[src/rtl/status_stack_register.sv]
// Status flag register with masked writes, condition evaluation and a
// save/restore stack of flag snapshots with a sticky misuse error.
module status_stack_register #(
    parameter int unsigned FLAG_W      = 4,
    parameter int unsigned STACK_DEPTH = 4,
    parameter int unsigned DW          = $clog2(STACK_DEPTH + 1)
) (
    input  logic              clk_in,
    input  logic              reset_n_in,
    input  logic [FLAG_W-1:0] status_in,
    input  logic [FLAG_W-1:0] status_mask_in,
    input  logic              status_write_en_in,
    input  logic [FLAG_W-1:0] cond_sel_in,
    input  logic [1:0]        cond_mode_in,
    input  logic              cond_eval_en_in,
    input  logic              push_in,
    input  logic              pop_in,
    input  logic              err_clr_in,
    output logic [FLAG_W-1:0] status_out,
    output logic              cond_out,
    output logic [DW-1:0]     depth_out,
    output logic              full_out,
    output logic              empty_out,
    output logic              stack_err_out
);

    localparam int unsigned AW = (STACK_DEPTH > 1) ? $clog2(STACK_DEPTH) : 1;

    localparam logic [1:0] MODE_ANY     = 2'b00;
    localparam logic [1:0] MODE_NONE    = 2'b01;
    localparam logic [1:0] MODE_ALL     = 2'b10;
    localparam logic [1:0] MODE_NOT_ALL = 2'b11;

    logic [FLAG_W-1:0] stack_mem [STACK_DEPTH];
    logic              push_ok;
    logic              pop_ok;
    logic              err_evt;
    logic [AW-1:0]     wr_idx;
    logic [AW-1:0]     rd_idx;
    logic [FLAG_W-1:0] wr_flags;
    logic [FLAG_W-1:0] flags_nxt;
    logic              any_hit;
    logic              all_hit;
    logic              cond_c;

    assign full_out  = (depth_out == DW'(STACK_DEPTH));
    assign empty_out = (depth_out == '0);

    // Stack control, flag next-value and condition result
    always_comb begin
        push_ok   = push_in & ~pop_in & ~full_out;
        pop_ok    = pop_in & ~push_in & ~empty_out;
        err_evt   = (push_in & pop_in) | (push_in & full_out) | (pop_in & empty_out);
        wr_idx    = AW'(depth_out);
        rd_idx    = AW'(depth_out - DW'(1));
        wr_flags  = status_out;
        if (status_write_en_in) begin
            wr_flags = (status_out & ~status_mask_in) | (status_in & status_mask_in);
        end
        // a successful pop restores the snapshot and drops any concurrent write
        flags_nxt = pop_ok ? stack_mem[rd_idx] : wr_flags;
        any_hit   = |(status_out & cond_sel_in);
        all_hit   = &(status_out | ~cond_sel_in);
        cond_c    = 1'b0;
        case (cond_mode_in)
            MODE_ANY:     cond_c = any_hit;
            MODE_NONE:    cond_c = ~any_hit;
            MODE_ALL:     cond_c = all_hit;
            MODE_NOT_ALL: cond_c = ~all_hit;
            default:      cond_c = 1'b0;
        endcase
    end

    always_ff @(posedge clk_in or negedge reset_n_in) begin
        if (!reset_n_in) begin
            status_out    <= '0;
            cond_out      <= 1'b0;
            depth_out     <= '0;
            stack_err_out <= 1'b0;
        end else begin
            status_out <= flags_nxt;
            if (cond_eval_en_in) begin
                cond_out <= cond_c;
            end
            if (push_ok) begin
                depth_out <= depth_out + DW'(1);
            end else if (pop_ok) begin
                depth_out <= depth_out - DW'(1);
            end
            // a new error wins over a same-cycle clear
            if (err_evt) begin
                stack_err_out <= 1'b1;
            end else if (err_clr_in) begin
                stack_err_out <= 1'b0;
            end
        end
    end

    // Snapshot storage is not reset; only entries below depth_out are observable
    always_ff @(posedge clk_in) begin
        if (push_ok && reset_n_in) begin
            stack_mem[wr_idx] <= status_out;
        end
    end

endmodule

[config.mk]
export PLATFORM = sky130hd
export DESIGN_NAME = status_stack_register
export DESIGN_NICKNAME = d
export VERILOG_FILES = /design/src/rtl/status_stack_register.sv
export SDC_FILE = /design/constraint.sdc
export NUM_CORES = 1
export LEC_CHECK = 0
export ABC_CLOCK_PERIOD_IN_PS = 4720
export CAP_MARGIN = 40
export CORE_MARGIN = 2
export CORE_UTILIZATION = 51
export DETAILED_ROUTE_END_ITERATION = 8
export GPL_TIMING_DRIVEN = 0
export PLACE_DENSITY_LB_ADDON = 0.12
export SYNTH_ARGS = -nofsm -noshare
export SYNTH_HDL_FRONTEND = slang
export SYNTH_SLANG_ARGS = --single-unit
[constraint.sdc]
create_clock -name clk_in -period 4.72 [get_ports clk_in]
set_input_delay 0.708 -clock clk_in [delete_from_list [all_inputs] [get_ports clk_in]]
set_output_delay 0.708 -clock clk_in [all_outputs]
set_load 0.005 [all_outputs]
# Word level (Yosys, flattened, before mapping)
# Memory sizes are Yosys's and may differ from the RTL's.
# Cells that the tools add are included.
# totals
regBits	9
ram_bits	16
in_bits	21
output_inout_bits	11
word_cells	50
n_memories	1
# classes
addsub	2
n_eq_ne	4
n_mux	9
bitwise_logic	22
reduce_logical	8
# memory_table
memory	words	width	read_ports	rd_ports_with_merged_regs	wr	line	text
stack_mem	4	4	1	0	1	34	logic [FLAG_W-1:0] stack_mem [STACK_DEPTH];
# op_table
cell	count
4-bit bitwise AND	3
4-bit 2-to-1 mux	2
4-bit inverter	2
4-bit bitwise OR	2
1-bit bitwise AND	7
3-bit 2-to-1 mux	2
1-bit inverter	6
2-bit nonzero test	3
2-bit equality test (second input constant)	2
1-bit 2-to-1 mux	4
1-bit case mux with 4 select lines	1
4-bit AND reduction	1
4-bit OR reduction	1
3-bit by 1-bit adder with 3-bit output (second input constant)	1
3-bit equality test (second input constant)	1
3-bit logical NOT	1
3-bit by 1-bit subtractor with 3-bit output (second input constant)	1
2-bit by 1-bit equality test with 1-bit output (second input constant)	1
2-bit logical NOT	1
1-bit bitwise OR	2
1-bit logical AND	1

# Logic depth before layout (Yosys ltp)
# Gate-level depths: netlist (run 1).
# depth
ltp_word	6
ltp_mapped	8
mapped_depth_nobuf	6

# Worst setup path after synthesis (run 1)
# OpenSTA, ideal clock, no wires.
# synth_timing
kind	register to register
from	register depth_out[0]
to	register depth_out[1]
setup_time_ns	0.129
arrival_time_ns	1.702
t_required_ns	4.591
setup_slack_ns	2.889
path_stages_with_launch	8
cell_sequence	dfrtp_1 buf_6 inv_1 ha_1 ha_1 or3b_2 a21oi_1 a21oi_1
# synth_via
elab_chain_cells	4
# synth_lines
item	line	text
start: declaration	21	output logic [DW-1:0] depth_out,
start signal: assignment	86	depth_out <= depth_out + DW'(1);
start signal: assignment	88	depth_out <= depth_out - DW'(1);
3-bit logical NOT	47	assign empty_out = (depth_out == '0);
net empty_out	23	output logic empty_out,
1-bit inverter	52	pop_ok = pop_in & ~push_in & ~empty_out;
1-bit bitwise AND	52	
2-bit nonzero test (no line)	-	
# The timed path passes the listed nets, and every way through them passes these cells. The select of a mux whose other input is x is not followed.
# A chain may end at the register's enable or synchronous reset.

# Final worst setup path (run 1)
# layout_timing
from	register depth_out[0]
to	output empty_out
# layout_via
elab_chain_cells	1
# layout_lines
item	line
3-bit logical NOT	47
end: declaration	23
# Every way passes these cells.

==> summary.md, run 1 <==
| Metric | Value |
|---|---|
| Status | complete, no violations |
| Initial antenna violation count | 0 |
| Dpl cell area | 1620 um2 |
| Asr flop ratio synth | 36.0% |
| CP peak stage delay | 0.52 ns |
| Final setup vio count | 0 |
| CP Cell Sequence | buf_6, inv_1, ha_1, ha_1, clkdlybuf4s50_1 |
| Via count | 861 |
| Via/cell ratio | 5.45 |
| Hold crit path type | reg2reg |
| Reg power frac | 44.3% |
| Area delta synth->final | 29.8% |
| Final period util | 56.3% |
| Slowest library cell on the worst path | clkdlybuf4s50_1 |
| CTS max path bufs | 2 |
| Final Max Tran Viols | 0 |
| EDFF count, synth | 16 |
| CP dominant cell by count | ha_1 |
| Router iterations before antenna repair | 4 |
| Seq/Total Area, Yosys | 55.7% |
| Crit end category | output pin |
| Overflow after GRT | 0 |
| TritonCTS clock tree | yes |
| Cts hold-fix bufs | 0 |
| Share of layout cells above drive strength 1 | 13.3% |
| Cell internal pwr | 529 uW |
| # IOs | 32 |
| Cell Rows | 18 |
| Routability cong. | 0.656 |
| PwrDens | 484 nW/um2 |
| Most common cell after layout, fill and taps aside | clkdlybuf4s50_1 |
| Commonest non-fill, non-tap cells in the layout | 31 x clkdlybuf4s50_1, 16 x edfxtp_1, 9 x nand2_1, 9 x dfrtp_1, 6 x ha_1 |
| Worst Path Arrival | 1.95 ns |
| Final hold vios | 0 |
| Htree depth | 1 |
| Slew @ Worst Pin | 0.562 ns |
| Leakage dissipation | 0.000644 uW |
| Synth warn | 0 |
| Largest net degree at the start of global routing | 16 |
| Worst vdd ir | 0.356 mV |
| Syn nets | 120 |
| DRC viols | 0 |
| CTS Buf Count | 3 |
| Post-synth top flop | edfxtp_1 |
| Post-route antenna net violation count | 0 |
| Tmin final | 2.66 ns |
| Mapped Cells | 93 |
| First-pass GRT wire length | 4.00 mm |
| TNS Setup | 0 ns |
| Max-Slew Margin vs Limit | 62.4% |
| GRT Resource Usage Total | 20.3% |
| Synthesized area | 1270 um2 |
| Vias in the first global route | 855 |
| Total Nets Final | 156 |
| # Post-CTS Setup Buffers | 0 |
| Startpoint types | register |
| RSZ-0062 raised after global routing | false |
| Switching Fraction | 33.5% |
| Initial Util | 52.6% |
| Final Instance Area | 1650 um2 |
| Final Skew | 0.00358 ns |
| Post-CTS sizing | 0 |
| Seq cells post-synth | 25 |
| Switching pwr | 267 uW |
| CP Max Fanout | 6 |
| WP data required | 4.01 ns |
| Starting DRC count in detailed routing | 18 |
| FMAX | 0.376 GHz |
| Fill cell count | 196 |
| # clock sinks | 25 |
| Die W | 53.9 um |
| Clock network fraction of total power | 12.3% |
| Worst-path clk slew | 0.14 ns |
| CTS root buf | clkbuf_4 |
| WL/cell | 15.7 um |
| Netlist cell types | 33 |
| Crit Path Category | reg2out |
| DP Wirelength | 1.93 mm |
| Clock Latency Late Sink | 0.31 ns |
| Post-Syn Area per Cell | 13.6 um2 |
| Max-Cap Viols | 0 |
| Antenna Cells | 0 |
| Die Area | 2900 um2 |
| Die H | 53.9 um |
| Comb pwr share | 43.4% |
| Total Wirelength | 2.48 mm |
| Total core area | 2410 um2 |
| IO buf count | 31 |
area by class of cell:
| type | count | area (um2) | share of cell area, % |
|---|---|---|---|
| flip-flops and latches | 25 | 706 | 42.9 |
| multi-input cells | 60 | 515 | 31.3 |
| plain buffers | 3 | 27.5 | 1.67 |
| clock buffers | 3 | 22.5 | 1.37 |
| repair buffers | 31 | 310 | 18.9 |
| well taps | 30 | 37.5 | 2.28 |
| clock inverters | 1 | 7.51 | 0.456 |
| inverters | 5 | 18.8 | 1.14 |
critical path: cells and delay by family, from the launching register on:
family                   cells  cell delay (ns)
flip-flops                   1             0.45
buffers and inverters        3             0.79
adder cells (fa/ha/maj)      2             0.39
cell usage after synthesis, types with 2 or more instances:
cell type  instances  area [um2]
edfxtp_1          16         480
inv_1              5        18.8
buf_6              2        22.5
mux4_2             4        90.1
nor2b_1            2        12.5
nor2_1             2        7.51
ha_1               6        75.1
nand2_1            9        33.8
and3_1             4        25.0
mux2i_1            4        40.0
and2_1             2        12.5
dfrtp_1            9         225
nand3_1            2        10.0
a21oi_1            4        20.0
o21ai_0            4        20.0
worst paths after layout:
| path | start | end | slack [ns] | cells past startpoint |
|---|---|---|---|---|
| min in group asynchronous | reset_n_in | asynchronous set/reset pin | 0.73 | 1 |
| max in group asynchronous | reset_n_in | asynchronous set/reset pin | 3.62 | 1 |
| min | cond_out | cond_out | 0.52 | 2 |
| max | depth_out[0] | empty_out | 2.06 | 5 |
| max reg2reg | depth_out[0] | depth_out[0] | 2.70 | 8 |
| min reg2reg | cond_out | cond_out | 0.52 | 2 |
metal layers:
| layer | GRT usage [%] | share of wire, % | wire length, um |
|---|---|---|---|
| met5 | 0 | 0 | 0 |
| met1 | 26.9 | 45 | 1130 |
| met3 | 3.33 | 2.2 | 54 |
| met4 | 6.41 | 0.52 | 13 |
| met2 | 33.9 | 52 | 1290 |
metrics by stage:
stage                     total power, uW  instances  hold slack (ns)  setup WS, ns  util [%]
final                                 796        158            0.523          2.06      68.3
after global routing                  851        158            0.559          1.94      68.3
after CTS                             805        158            0.531          2.05      68.3
after detailed placement              706        154            0.501          2.42      67.0
after global placement                695        154            0.492          2.44      67.0
after floorplan                       552         93            0.412          2.89         -
cells by family after synthesis:
family,count (synthesis),synth area share (%)
and+or+nand+nor,28,12.1
DFF,25,55.7
AOI/OAI and AO/OA,16,10.8
muxes,9,11.2
buffers and inverters,8,3.65
adders and majority gates,6,5.92
xor gates and xnor gates,1,0.691
power groups by stage:
stage,combinational [uW],clock [uW],sequential [uW]
final,345,98.0,352
after global routing,382,107,362
after CTS,350,101,354
after detailed placement,348,0,357
after global placement,340,0,356
after floorplan,206,0,346
Note: power is estimated with default switching activity, not from simulation.
==> run 2: changes to the inputs <==
Settings changed: ABC_CLOCK_PERIOD_IN_PS 4720 to 2400, CORE_UTILIZATION 51 to 43.
Clock period 4.72 ns to 2.4 ns, I/O delays scaled along.
==> summary.md, run 2 (synthesized netlist as in run 1, its figures left out) <==
| Metric | Value |
|---|---|
| Vias in the first global route | 921 |
| Initial Util | 45.6% |
| Reg power frac | 44.2% |
| DRC viols | 0 |
| CTS max path bufs | 2 |
| Total Wirelength | 2.45 mm |
| Switching pwr | 530 uW |
| CTS root buf | clkbuf_4 |
| CP startpoint | depth_out[0] |
| Crit end category | output pin |
| IO buf count | 31 |
| WP data required | 2.04 ns |
| # clock sinks | 25 |
| Total Nets Final | 157 |
| Area of the multi-input gates | 515 um2 |
| Hold crit path type | in2async |
| Most common cell after layout, fill and taps aside | clkdlybuf4s50_1 |
| Cell internal pwr | 1050 uW |
| TNS Setup | 0 ns |
| Worst vdd ir | 0.645 mV |
| Final period util | 95.7% |
| RSZ-0062 raised after global routing | false |
| Area delta synth->final | 30.5% |
| Clock network fraction of total power | 12.2% |
| Post-route antenna net violation count | 0 |
| Worst Path Arrival | 1.94 ns |
| Routability cong. | 0.825 |
| Cts hold-fix bufs | 0 |
| TritonCTS clock tree | yes |
| Overflow after GRT | 0 |
| Slew @ Worst Pin | 0.576 ns |
| Largest net degree at the start of global routing | 16 |
| Router iterations before antenna repair | 4 |
| Final hold vios | 0 |
| Crit Path Category | reg2out |
| Worst r2r src | depth_out[0] |
| Via/cell ratio | 5.41 |
| WL/cell | 15.3 um |
| Post-layout util | 59.5% |
| DP Wirelength | 1.94 mm |
| First-pass GRT wire length | 4.06 mm |
| Final Max Tran Viols | 0 |
| Dpl cell area | 1620 um2 |
| Initial antenna violation count | 0 |
| Comb pwr share | 43.6% |
| Die H | 58.3 um |
| Share of layout cells above drive strength 1 | 14.0% |
| Max-Slew Margin vs Limit | 61.5% |
| Final Skew | 0.00760 ns |
| Final setup vio count | 0 |
| Max-Cap Viols | 0 |
| Commonest non-fill, non-tap cells in the layout | 31 x clkdlybuf4s50_1, 16 x edfxtp_1, 9 x nand2_1, 9 x dfrtp_1, 6 x ha_1 |
| Switching Fraction | 33.6% |
| Total core area | 2780 um2 |
| Leakage dissipation | 0.000649 uW |
| PwrDens | 955 nW/um2 |
| Fill cell count | 226 |
| Htree depth | 1 |
| FMAX | 0.436 GHz |
| Die W | 58.3 um |
| Tmin final | 2.30 ns |
| GRT Resource Usage Total | 16.4% |
| Antenna Cells | 0 |
| # IOs | 32 |
| Die Area | 3400 um2 |
| Cell Rows | 19 |
| Startpoint types | register |
| Worst-path clk slew | 0.14 ns |
| Worst Hold Slack | 0.382 ns |
| Register cell area after layout | 706 um2 |
| Clock Latency Late Sink | 0.33 ns |
| Status | complete, no violations |
| Starting DRC count in detailed routing | 12 |
| Final Instance Area | 1650 um2 |
| Register-to-Register Setup Slack | 0.43 ns |
| CTS Buf Count | 3 |
| Via count | 865 |
| CP Max Fanout | 6 |
-- run 2: changes by cell type in the layout (fill, tap and decap cells not counted) --
| cell | change |
|---|---|
| buf_4 | +1 |
-- run 2: what timing repair did --
action	CTS	global route
buffers inserted	0	1
setup endpoints to repair	0	1
resized for setup	0	0
-- run 2: final cells by class --
type                       instances  share of cell area [%]
clock inverter                     1                   0.454
sequential                        25                    42.7
multi-input combinational         60                    31.2
clock buffer                       3                    1.36
tap                               31                    2.34
buffer                             3                    1.66
timing repair buffer              32                    19.2
inverter                           5                    1.13
-- run 2: final timing paths --
kind / endpoint / cells after the start
max in group asynchronous: asynchronous set/reset pin / 1
worst max register to register: depth_out[0] / 8
worst max-delay path: empty_out / 5
worst min-delay path: depth_out[0] / 1
min in group clk_in: cond_out / 2
worst min register to register: cond_out / 2
-- run 2: worst max-delay path, cell delays in order, from the launching register on --
cell and delay [ns]:
dfrtp_1 0.44, buf_6 0.16, inv_1 0.10, ha_1 0.18, ha_1 0.20, clkdlybuf4s50_1 0.52
-- run 2: metal layers --
| metal | vias to the layer above | GRT usage [%] | wire length (um) |
|---|---|---|---|
| li1 | 421 | - | - |
| met1 | 425 | 21.4 | 1130 |
| met2 | 15 | 26.3 | 1230 |
| met3 | 4 | 4.18 | 71 |
| met4 | 0 | 6.31 | 22 |
| met5 | - | 0 | 0 |
-- run 2: per-stage QoR --
stage               std cells  setup WS [ns]  total power (uW)
finish                    160          0.104              1580
floorplan                  93          0.569              1090
detailed placement        155          0.448              1400
global route              160        0.00163              1690
global placement          155          0.469              1370
CTS                       159         0.0649              1600
-- run 2: power by group through the flow --
stage                     registers, uW  logic, uW  clock network, uW
after global routing                718        760                213
after CTS                           701        693                202
after floorplan                     681        405                  0
after global placement              706        666                  0
final                               699        689                192
after detailed placement            711        689                  0
==> run 3: changes to the inputs <==
Settings changed: CTS_CLUSTER_SIZE from default to 16, TNS_END_PERCENT from default to 100.
==> results of run 3 <==
No change in the layout: final DEF, timing and power equal those of run 2.
